[config.mk]
export PLATFORM = sky130hd
export DESIGN_NAME = lfsr_seq_ctrl
export DESIGN_NICKNAME = d
export VERILOG_FILES = /design/src/rtl/lfsr_seq_ctrl.sv
export SDC_FILE = /design/constraint.sdc
export NUM_CORES = 1
export LEC_CHECK = 0
export BUFFER_PORTS_ARGS = -buffer_cell sky130_fd_sc_hd__buf_4
export CAP_MARGIN = 15
export CORE_AREA = 2 2 95 166
export DETAILED_ROUTE_END_ITERATION = 7
export DIE_AREA = 0 0 97 168
export PLACE_DENSITY = 0.72
export SLEW_MARGIN = 0
export SYNTH_ARGS = -nofsm -noshare
export SYNTH_HDL_FRONTEND = slang
export SYNTH_SLANG_ARGS = --single-unit
[constraint.sdc]
create_clock -name clk -period 1.7 [get_ports clk]
set_input_delay 0.34 -clock clk [delete_from_list [all_inputs] [get_ports clk]]
set_output_delay 0.34 -clock clk [all_outputs]
set_load 0.05 [all_outputs]
[src/rtl/lfsr_seq_ctrl.sv]
// rtl/lfsr_seq_ctrl.sv - seed/warm-up/step sequencer for an external LFSR (optional macro: LFSR_SEQ_AUTOGEN_EN)
module lfsr_seq_ctrl #(
  parameter int unsigned      WIDTH        = 64,
  parameter int unsigned      WARMUP       = 16,
  parameter logic [WIDTH-1:0] DEFAULT_SEED = {{(WIDTH-1){1'b0}}, 1'b1}
) (
  input  logic             clk,
  input  logic             reset,
  input  logic             start,
  input  logic [WIDTH-1:0] seed_in,
  input  logic [7:0]       steps,
  input  logic             gen_req,
  input  logic [WIDTH-1:0] lfsr_q,
  output logic             lfsr_load,
  output logic [WIDTH-1:0] lfsr_seed,
  output logic             lfsr_shift,
  output logic             rand_valid,
  output logic [WIDTH-1:0] rand_data,
  input  logic             rand_ready,
  output logic             seeded,
  output logic             busy
);

  typedef enum logic [2:0] {
    S_IDLE,
    S_LOAD,
    S_WARM,
    S_READY,
    S_STEP,
    S_CAPT,
    S_OUT
  } state_t;

  localparam logic [7:0] WARMUP_CNT = 8'(WARMUP);

  state_t           state_q, state_d;
  logic [7:0]       count_q, count_d;
  logic [7:0]       steps_q, steps_d;
  logic [WIDTH-1:0] seed_q, seed_d;
  logic [WIDTH-1:0] data_q, data_d;
  logic             load_q, shift_q, valid_q, seeded_q, busy_q;
  logic [7:0]       steps_eff;

  // A request for zero shifts would hand back the previous word, so it is promoted to one.
  assign steps_eff = (steps == 8'd0) ? 8'd1 : steps;

  // Next-state logic: start preempts everything, otherwise walk load -> warm-up -> request/step/capture/output.
  always_comb begin
    state_d = state_q;
    count_d = count_q;
    steps_d = steps_q;
    seed_d  = seed_q;
    data_d  = data_q;
    if (start) begin
      state_d = S_LOAD;
      seed_d  = (seed_in == '0) ? DEFAULT_SEED : seed_in;
    end else begin
      case (state_q)
        S_IDLE: begin
          state_d = S_IDLE;
        end
        S_LOAD: begin
          count_d = WARMUP_CNT;
          state_d = S_WARM;
        end
        S_WARM: begin
          count_d = count_q - 8'd1;
          if (count_q <= 8'd1) begin
            state_d = S_READY;
          end
        end
        S_READY: begin
          if (gen_req) begin
            steps_d = steps_eff;
            count_d = steps_eff;
            state_d = S_STEP;
          end
        end
        S_STEP: begin
          count_d = count_q - 8'd1;
          if (count_q <= 8'd1) begin
            state_d = S_CAPT;
          end
        end
        S_CAPT: begin
          data_d  = lfsr_q;
          state_d = S_OUT;
        end
        S_OUT: begin
          if (rand_ready) begin
`ifdef LFSR_SEQ_AUTOGEN_EN
            count_d = steps_q;
            state_d = S_STEP;
`else
            state_d = S_READY;
`endif
          end
        end
        default: begin
          state_d = S_IDLE;
        end
      endcase
    end
  end

  // State, counters and strobes; strobes are decoded from the next state so they line up with the state register.
  always_ff @(posedge clk or negedge reset) begin
    if (!reset) begin
      state_q  <= S_IDLE;
      count_q  <= 8'd0;
      steps_q  <= 8'd1;
      seed_q   <= '0;
      data_q   <= '0;
      load_q   <= 1'b0;
      shift_q  <= 1'b0;
      valid_q  <= 1'b0;
      seeded_q <= 1'b0;
      busy_q   <= 1'b0;
    end else begin
      state_q  <= state_d;
      count_q  <= count_d;
      steps_q  <= steps_d;
      seed_q   <= seed_d;
      data_q   <= data_d;
      load_q   <= (state_d == S_LOAD);
      shift_q  <= (state_d == S_WARM) || (state_d == S_STEP);
      valid_q  <= (state_d == S_OUT);
      busy_q   <= (state_d == S_LOAD) || (state_d == S_WARM) ||
                  (state_d == S_STEP) || (state_d == S_CAPT);
      seeded_q <= (state_d == S_READY) || (seeded_q && !start);
    end
  end

  assign lfsr_load  = load_q;
  assign lfsr_seed  = seed_q;
  assign lfsr_shift = shift_q;
  assign rand_valid = valid_q;
  assign rand_data  = data_q;
  assign seeded     = seeded_q;
  assign busy       = busy_q;

endmodule

# After elaboration in Yosys (flattened, before gate mapping)
# Cells that the tools add are included.
# word_totals
ff_bits	144
inputBits	141
elab_cells	48
# op_classes
add_sub_neg	1
magnitude_cmp	1
eq_ne	13
muxes	10
bitwise	1
reduce_logical	13
# ops
op	count
64-bit zero test	1
64-bit two-way mux	1
8-bit one-hot mux with 3 select lines	1
3-bit == test, second input constant	6
3-bit one-hot mux with 6 select lines	1
8-bit two-way mux	2
3-bit two-way mux	5
3-bit by 2-bit == test with 1-bit output, second input constant	4
8-bit by 1-bit less-or-equal comparator with 1-bit output, second input constant	1
8-bit zero test	1
8-bit by 1-bit subtractor with 8-bit output, second input constant	1
3-bit by 1-bit == test with 1-bit output, second input constant	2
1-bit logical OR	5
3-bit AND reduction	1
3-bit nonzero test	1
2-bit != test, second input constant	1
2-bit AND reduction	1
2-bit OR reduction	1
1-bit logical AND	1
1-bit zero test	1
1-bit inverter	1

# Longest topological paths before layout
# Gate-level depths: netlist (run 1).
# logic_depth
ltp_word	8
depth_mapped	6
mapped_depth_nobuf	6

# Worst setup path after synthesis (run 1)
# No wires, ideal clock.
# synth_timing
path_type	flip-flop to flip-flop
start	register count_q[0]
end	register count_q[6]
arrival_ns	1.508
required_ns	1.579
slack_ns	0.071
stages_incl_launch_ff	7
n_path_buf	0
synth_period_minus_slack_ns	1.629
path_cell_list	dfrtp_1 > inv_1 > ha_1 > or3b_2 > nor3_1 > o21ai_0 > a22o_1
# synth_between
elab_chain_cells	2
# synth_rtl
element	line_no	rtl
start: declaration	37	logic [7:0] count_q, count_d;
start signal: assignment	121	count_q <= count_d;
8-bit by 1-bit subtractor with 8-bit output	67, 80	
8-bit one-hot mux with 3 select lines	58	case (state_q)
# Every way passes these cells.
# A chain may end at the register's enable or synchronous reset.

# Final worst setup path (run 1)
# layout_timing
start	register count_q[1]
end	register count_q[5]
# Same word-level chain as after synthesis.

==> out/summary.txt, run 1 <==
FF-to-FF path depth -> 5
Switching Fraction -> 39.06%
Leak pwr -> 4.222 nW
Reg2reg start -> count_q[1]
Initial Util -> 39.20%
Site Rows -> 60
Drt drc -> 0
Minimum clock period -> 1.639 ns
Pint -> 8.122 mW
NetSw -> 5.205 mW
Period utilization -> 96.43%
Worst-path clk slew -> 0.06 ns
Maximum vdd drop -> 0.7333 mV
Inserted Diodes -> 0
Status -> finished, final reports clean
CTS sink count -> 144
Top FF cell, synth -> dfrtp_1
Avg Cell Area, Syn -> 14.94 um^2
Seq pwr share -> 34.2%
WP data required -> 2.05 ns
FF+latch count, synth -> 144
Maxcap violations -> 0
Logic gate share of total power -> 37.8%
First-pass detailed-route iteration total -> 4
Synth unique cells -> 49
Fin nets -> 832
Pwr dens -> 1497 nW/um^2
RSZ-0062 raised after global routing -> true
Setup TNS -> 0 ns
Layout Skew -> 0.01074 ns
CTS tree -> built
Detailed Place HPWL -> 12630 um
Number of synthesis warnings -> 0
Vias per cell -> 5.051
Cts bufs inserted -> 17
Core area -> 15090 um^2
Slew Limit Fails -> 0
WS Path Type -> flip-flop to flip-flop
Die height -> 168 um
Top post-synthesis cells by area -> dfrtp_1 (61%), mux2_2 (22%), mux2_4 (2.5%)
Longest Clk Path Bufs -> 2
Total I/O pin count -> 274
FMAX -> 610.0 MHz
Post-synth top area share -> 60.93%
Layout overhead on the synthesized area -> 50.54%
Seq/Total Area, Yosys -> 60.93%
R2r setup slk -> 0.06 ns
Setup WS post-layout -> 0.06069 ns
Grt ovf -> 0
Ys async rst share -> 100.0%
Share of cells above drive strength 1 -> 65.81%
HP Start -> start
Via count of the first global-routing pass -> 4875
Reg2reg end -> count_q[5]
Slew @ Worst Pin -> 0.5274 ns
Kind of end point of the critical path -> flip-flop
Largest net degree at the start of global routing -> 58
Initial antenna violation count -> 0
GRT Util Overall -> 19.99%
Util after Layout -> 59.00%
Post-CTS Setup Bufs -> 0
Crit path launch type -> flip-flop
Slew headroom -> 64.52%
Routed vias -> 4485
Die area -> 16300 um^2
Final hold violations -> 0
Synth top cells by count -> dfrtp_1 (144), mux2_2 (114), nor4_1 (18)
Largest area contributor in the synthesized netlist -> dfrtp_1
GPL Wtd Cong -> 0.7907
Final setup vio count -> 0
Port Buffer Count -> 273
Clk Tree Root Cell -> clkbuf_16
Worst path arrival time -> 1.99 ns
Post-synthesis cell count -> 396
EDFF count, synth -> 0
Synthesized area -> 5914 um^2
Detailed Route Iter0 Violations -> 128
Syn Nets -> 539
H-Tree Depth -> 4
Hold endpoint -> lfsr_load
First-pass GRT wire length -> 25540 um
Drt total wl -> 16320 um
Worst-skew pair later-pin latency -> 0.42 ns
Maximum fanout along the worst path -> 3
Hold Path Depth -> 1
Power share of the clock group -> 28.1%
Final ANT Viol Nets -> 0
Pre-CTS WS -> -0.3084 ns
Die W -> 97 um
Cell with the most instances after synthesis -> dfrtp_1
Hold Path Class -> input pin to flip-flop
Routed len/inst -> 18.38 um
layer usage:
layer  track usage [%]  wire length (um)  vias to the layer above  part of all wire [%]
li1                  -                 -                     2042                     -
met1             20.44              5508                     2232                    34
met2             37.23              9316                      175                    57
met3             5.562               976                       36                   6.0
met4             9.308               522                        0                   3.2
met5                 0                 0                        -                     0
per-stage QoR:
| step | total power [mW] | std cells | hold slack, ns | area, um^2 |
|---|---|---|---|---|
| 2_1_floorplan | 7.806 | 396 | 0.04441 | 5914 |
| 3_3_place_gp | 9.537 | 855 | 0.2819 | 8280 |
| 3_5_place_dp | 9.658 | 855 | 0.2914 | 8280 |
| 4_1_cts | 13.47 | 888 | 0.1154 | 8891 |
| 5_1_grt | 13.84 | 888 | 0.1115 | 8904 |
| 6_report | 13.33 | 888 | 0.1289 | 8904 |
power by group through the flow:
stage | registers (mW) | clock network [mW] | logic, mW
2_1_floorplan | 6.91 | 0 | 0.897
3_3_place_gp | 4.56 | 0 | 4.97
3_5_place_dp | 4.62 | 0 | 5.04
4_1_cts | 4.56 | 3.85 | 5.06
5_1_grt | 4.65 | 3.99 | 5.21
6_report | 4.55 | 3.74 | 5.03
critical path, cell delays in order (launching register included):
cell and delay, ns:
dfrtp_1 0.38, buf_4 0.14, or4_4 0.57, nor3_4 0.19
a22o_1 0.16, a22o_1 0.14
registers in the layout, indices dropped and copies added (netlist names):
name,count
busy,1
count_q,8
lfsr_load,1
lfsr_seed,64
lfsr_shift,1
rand_data,64
rand_valid,1
seeded,1
state_q,3
logic make-up after synthesis:
group | share of synthesized area, %
mux | 24.98
fa+ha+maj | 0.4230
simple gates | 5.860
flops | 60.93
compound gates | 4.718
xor+xnor | 0.2751
buf+inv | 2.814
timing repair:
action	in CTS	in global routing
setup endpoints to repair	1	62
hold buffers	1	0
resized for setup	2	6
endpoints found under the hold margin	41	0
layout by cell type (no fill, tap or decap), types with 5 or more instances in the layout:
cell        count
o21ai_0         8
clkinvlp_4      5
buf_12          5
mux2_2        114
mux2_4         10
nor2_1          8
dfrtp_1       142
inv_1           7
a21oi_1         5
buf_4         288
nor4_1         18
a22o_1          5
nand4_1         5
clkbuf_16      17
final cells by class:
type,instances,area (um^2)
multi-input cells,224,2160
repair buffers,295,2283
clock buffers,19,442.9
inverters,7,26.28
fillers,1183,6186
well taps,186,232.7
flip-flops and latches,144,3606
clock inverters,13,152.6
worst max path at each step:
| stage | startpoint | endpoint | cells past startpoint |
|---|---|---|---|
| after global routing | count_q[0] | busy | 5 |
| after CTS | state_q[1] | count_q[5] | 4 |
| after global placement | seed_in[25] | lfsr_seed[0] | 6 |
| after floorplan | count_q[0] | count_q[6] | 6 |
| final | count_q[1] | count_q[5] | 5 |
| after detailed placement | seed_in[25] | lfsr_seed[0] | 6 |
Note: power is estimated with default switching activity, not from simulation.
==> run 2: changes to the inputs <==
--- a/config.mk
+++ b/config.mk
@@ -11,6 +11,7 @@
 export DETAILED_ROUTE_END_ITERATION = 7
 export DIE_AREA = 0 0 97 168
 export PLACE_DENSITY = 0.72
+export RECOVER_POWER = 50
 export SLEW_MARGIN = 0
 export SYNTH_ARGS = -nofsm -noshare
 export SYNTH_HDL_FRONTEND = slang
==> constraint.sdc (replaced) <==
create_clock -name clk -period 1.5 [get_ports clk]
set_input_delay 0.3 -clock clk [delete_from_list [all_inputs] [get_ports clk]]
set_output_delay 0.3 -clock clk [all_outputs]
set_load 0.05 [all_outputs]
==> out/summary.txt, run 2 (synthesis gave the netlist of run 1 again) <==
Maximum vdd drop -> 0.9564 mV
Final hold violations -> 0
Worst-skew pair later-pin latency -> 0.41 ns
Port Buffer Count -> 273
First-pass detailed-route iteration total -> 4
Drt drc -> 0
Layout Skew -> 0.007902 ns
Core area -> 15090 um^2
Detailed Place HPWL -> 12790 um
Initial antenna violation count -> 0
Die area -> 16300 um^2
Total I/O pin count -> 274
Area of the multi-input gates -> 2351 um^2
Inserted Diodes -> 0
Hold Path Depth -> 2
Slew Limit Fails -> 0
FMAX -> 630.3 MHz
Tot Pwr -> 15.26 mW
Maxcap violations -> 0
WP data required -> 1.80 ns
Kind of end point of the critical path -> flip-flop
Site Rows -> 60
Routed vias -> 4650
CTS sink count -> 144
Fin nets -> 860
Initial Util -> 39.20%
Period utilization -> 105.8%
Layout overhead on the synthesized area -> 57.20%
Maximum fanout along the worst path -> 9
Switching Fraction -> 39.24%
GRT Util Overall -> 20.34%
Via count of the first global-routing pass -> 5174
Slew @ Worst Pin -> 1.019 ns
Status -> finished with violations
Minimum clock period -> 1.587 ns
Reg2reg start -> state_q[2]
Final setup vio count -> 30
GPL Wtd Cong -> 0.8528
Reg2reg end -> count_q[5]
NetSw -> 5.988 mW
Most frequent cells in the layout -> buf_4 (309), dfrtp_1 (140), mux2_2 (88)
Clk Tree Root Cell -> clkbuf_16
Pint -> 9.272 mW
Pre-CTS WS -> -0.3233 ns
HP Start -> lfsr_q[57]
Detailed Route Iter0 Violations -> 165
Pwr dens -> 1641 nW/um^2
Routed len/inst -> 18.40 um
Leak pwr -> 4.443 nW
Commonest non-fill, non-tap cell in the layout -> buf_4
Hold Path Class -> input pin to flip-flop
Die W -> 97 um
CTS tree -> built
Slew headroom -> 32.09%
WS Path Type -> flip-flop to flip-flop
Hold endpoint -> rand_data[57]
Largest net degree at the start of global routing -> 46
Power share of the clock group -> 26.8%
R2r setup slk -> -0.09 ns
Longest Clk Path Bufs -> 2
H-Tree Depth -> 4
FF-to-FF path depth -> 6
Vias per cell -> 5.076
Share of cells above drive strength 1 -> 69.18%
Fillcell total -> 1188
Die height -> 168 um
RSZ-0062 raised after global routing -> true
First-pass GRT wire length -> 26420 um
Setup WS post-layout -> -0.08650 ns
Crit path launch type -> flip-flop
Worst path arrival time -> 1.88 ns
Seq pwr share -> 33.9%
Drt total wl -> 16860 um
Violated checks -> setup timing
Logic gate share of total power -> 39.3%
FF+latch area -> 3608 um^2
Worst-path clk slew -> 0.06 ns
Cts bufs inserted -> 17
Grt ovf -> 0
Final ANT Viol Nets -> 0
## run 2: area by class of cell
cell class,count,share of cell area [%]
sequential,144,38.81
timing repair buffer,323,26.97
multi-input combinational,224,25.29
clock buffer,19,4.764
tap,186,2.503
clock inverter,13,1.386
inverter,7,0.2826
## run 2: power by group through the flow
stage	registers, mW	logic (mW)	clock network (mW)
floorplan	7.83	1.05	0
detailed placement	5.22	5.79	0
finish	5.17	6.00	4.09
CTS	5.17	5.88	4.20
global route	5.28	6.21	4.35
global placement	5.17	5.72	0
## run 2: worst max-delay path by stage
stage,from,cells past startpoint,end,slack [ns]
floorplan,state_q[2],5,rand_data[10],-0.1
global placement,seed_in[53],5,lfsr_seed[0],-0.31
detailed placement,seed_in[53],5,lfsr_seed[0],-0.32
CTS,state_q[2],5,count_q[0],-0.08
global route,state_q[2],5,count_q[6],-0.14
finish,state_q[2],6,count_q[5],-0.09
## run 2: what timing repair did
item	in CTS	in global routing
hold buffers	1	0
setup buffers	5	3
hold endpoints to repair	32	0
pin swaps	7	4
endpoints found under the setup margin	74	72
gates resized for setup	16	39
## run 2: worst max-delay path, cell delays in order, from the launching register on
cell and delay [ns]:
dfrtp_2 0.46, buf_4 0.18, xnor2_4 0.21, buf_4 0.16
nor3_4 0.04, a22o_1 0.20, a22o_1 0.22
## run 2: per-layer routing
metal | part of all wire (%) | global-route usage [%] | routed length (um)
met2 | 58 | 38.95 | 9754
met3 | 5.9 | 5.396 | 990
met4 | 3.0 | 7.961 | 512
met5 | 0 | 0 | 0
met1 | 33 | 20.68 | 5598
## run 2: per-stage QoR
| stage | cell area [um^2] | util, % | hold WS, ns | cells | setup TNS (ns) |
|---|---|---|---|---|---|
| floorplan | 5949 | - | 0.004409 | 396 | -5.499 |
| global placement | 8487 | 56.24 | 0.2324 | 875 | -3.818 |
| detailed placement | 8487 | 56.24 | 0.2332 | 875 | -4.913 |
| CTS | 9151 | 60.65 | 0.09656 | 913 | -0.7495 |
| global route | 9298 | 61.62 | 0.1001 | 916 | -7.588 |
| finish | 9298 | 61.62 | 0.1115 | 916 | -0.6987 |
==> run 3: changes to the inputs <==
==> constraint.sdc (replaced) <==
create_clock -name clk -period 1.5 [get_ports clk]
set_input_delay 0.075 -clock clk [delete_from_list [all_inputs] [get_ports clk]]
set_output_delay 0.075 -clock clk [all_outputs]
set_load 0.05 [all_outputs]
==> out/summary.txt, run 3 (synthesis gave the netlist of run 1 again) <==
Final setup vio count -> 46
Pre-CTS WS -> -0.2905 ns
Inserted Diodes -> 0
Cts bufs inserted -> 17
GRT Util Overall -> 24.37%
Vias per cell -> 5.134
Final hold slack -> 0.04762 ns
Layout overhead on the synthesized area -> 77.34%
Maxcap violations -> 0
Slew headroom -> 41.20%
Most frequent cells in the layout -> buf_4 (271), dfrtp_1 (141), dlygate4sd3_1 (130)
Hold endpoint -> count_q[7]
FMAX -> 635.0 MHz
CTS tree -> built
Die height -> 168 um
Detailed Place HPWL -> 12980 um
GPL Wtd Cong -> 0.8273
Kind of end point of the critical path -> flip-flop
Maximum vdd drop -> 0.7472 mV
FF-to-FF path depth -> 5
Grt ovf -> 0
Layout Skew -> 0.01537 ns
Leak pwr -> 4.889 nW
Commonest non-fill, non-tap cell in the layout -> buf_4
Slew @ Worst Pin -> 0.8819 ns
Die area -> 16300 um^2
Largest net degree at the start of global routing -> 53
Total I/O pin count -> 274
Hold Path Class -> input pin to flip-flop
Slew Limit Fails -> 0
Tot Pwr -> 15.60 mW
Reg2reg end -> count_q[6]
Initial Util -> 39.20%
Crit path largest cell delay -> 0.42 ns
Worst-path clk slew -> 0.07 ns
Via count of the first global-routing pass -> 6087
WP data required -> 1.85 ns
Crit-path cells -> inv_2 -> ha_4 -> or3b_4 -> o31ai_1 -> a22o_1
Share of cells above drive strength 1 -> 56.67%
Drt drc -> 0
Status -> finished with violations
Crit path launch type -> flip-flop
HP Start -> steps[7]
Final Instance Area -> 10490 um^2
Setup WS post-layout -> -0.07483 ns
Drt total wl -> 20280 um
WS Path Type -> flip-flop to flip-flop
Fillcell total -> 1000
Routed len/inst -> 19.50 um
First-pass detailed-route iteration total -> 4
Die W -> 97 um
Violated checks -> setup timing
Port Buffer Count -> 273
Util after Layout -> 69.51%
Final ANT Viol Nets -> 0
Pwr dens -> 1487 nW/um^2
CTS sink count -> 144
Worst-skew pair later-pin latency -> 0.42 ns
Clk Tree Root Cell -> clkbuf_16
Crit-path slowest cell -> dfrtp_1
Instance area at placement -> 8422 um^2
Final hold violations -> 0
Core area -> 15090 um^2
Hold Path Depth -> 3
Detailed Route Iter0 Violations -> 117
Period utilization -> 105.0%
Fin nets -> 984
R2r setup slk -> -0.07 ns
Worst path arrival time -> 1.93 ns
H-Tree Depth -> 4
Minimum clock period -> 1.575 ns
Routed vias -> 5339
Longest Clk Path Bufs -> 2
RSZ-0062 raised after global routing -> true
Initial antenna violation count -> 0
Reg2reg start -> count_q[0]
Site Rows -> 60
First-pass GRT wire length -> 31220 um
Maximum fanout along the worst path -> 4
## run 3: cell types whose count changed in the layout (fill, tap and decap cells not counted), sizes merged
cell          before  now
dlymetal6s4s       0    2
clkbuf            22   52
clkinvlp           7    3
buf              319  281
and4               1    2
dlygate4sd3        1  130
clkinv             0    2
bufinv             1    2
inv               12   13
## run 3: power by group
part	internal (mW)	total [mW]	switching [mW]
logic	2.24	6.16	3.92
registers	4.69	5.20	0.513
clock network	2.49	4.24	1.75
## run 3: worst max path at each step
stage	start	to	slack, ns	cells past startpoint
after floorplan	state_q[2]	rand_data[10]	-0.1	5
after global placement	seed_in[2]	lfsr_seed[0]	-0.31	6
after detailed placement	seed_in[2]	lfsr_seed[0]	-0.29	6
after CTS	count_q[1]	count_q[5]	-0.06	4
after global routing	state_q[2]	lfsr_shift	-0.12	5
final	count_q[0]	count_q[6]	-0.07	5
## run 3: what timing repair did
item | in CTS | in global routing
setup buffers | 4 | 7
hold endpoints to repair | 275 | 0
cloned | 0 | 1
endpoints found under the setup margin | 74 | 73
pin swaps | 4 | 15
hold buffers | 132 | 0
gates resized for setup | 24 | 32
## run 3: critical path: cells and delay by family, from the launching register on
kind	cells	cell delay [ns]
AO/OA/AOI/OAI	2	0.46
adder cells (fa/ha/maj)	1	0.14
buffers and inverters	1	0.10
AND/OR/NAND/NOR	1	0.39
flip-flops	1	0.42
## run 3: routing by layer
metal / up-vias / share of wire (%) / track usage [%]
li1: 2350 / - / -
met1: 2652 / 33 / 24.05
met2: 254 / 55 / 44.66
met3: 83 / 5.9 / 6.559
met4: 0 / 6.4 / 15.06
met5: - / 0 / 0
## run 3: per-stage QoR
step	instances	TNS (ns)
global route	1040	-8.193
finish	1040	-1.151
CTS	1036	-0.9497
detailed placement	868	-6.158
floorplan	396	-5.499
global placement	868	-3.005
## run 3: final cells by class
class,count,area (um^2),area share [%]
Clock buffer,19,432.9,4.127
Multi-Input combinational cell,225,2374,22.63
Clock inverter,13,151.4,1.443
Sequential cell,144,3607,34.39
Tap cell,186,232.7,2.219
Inverter,7,26.28,0.2505
Timing Repair Buffer,446,3665,34.94
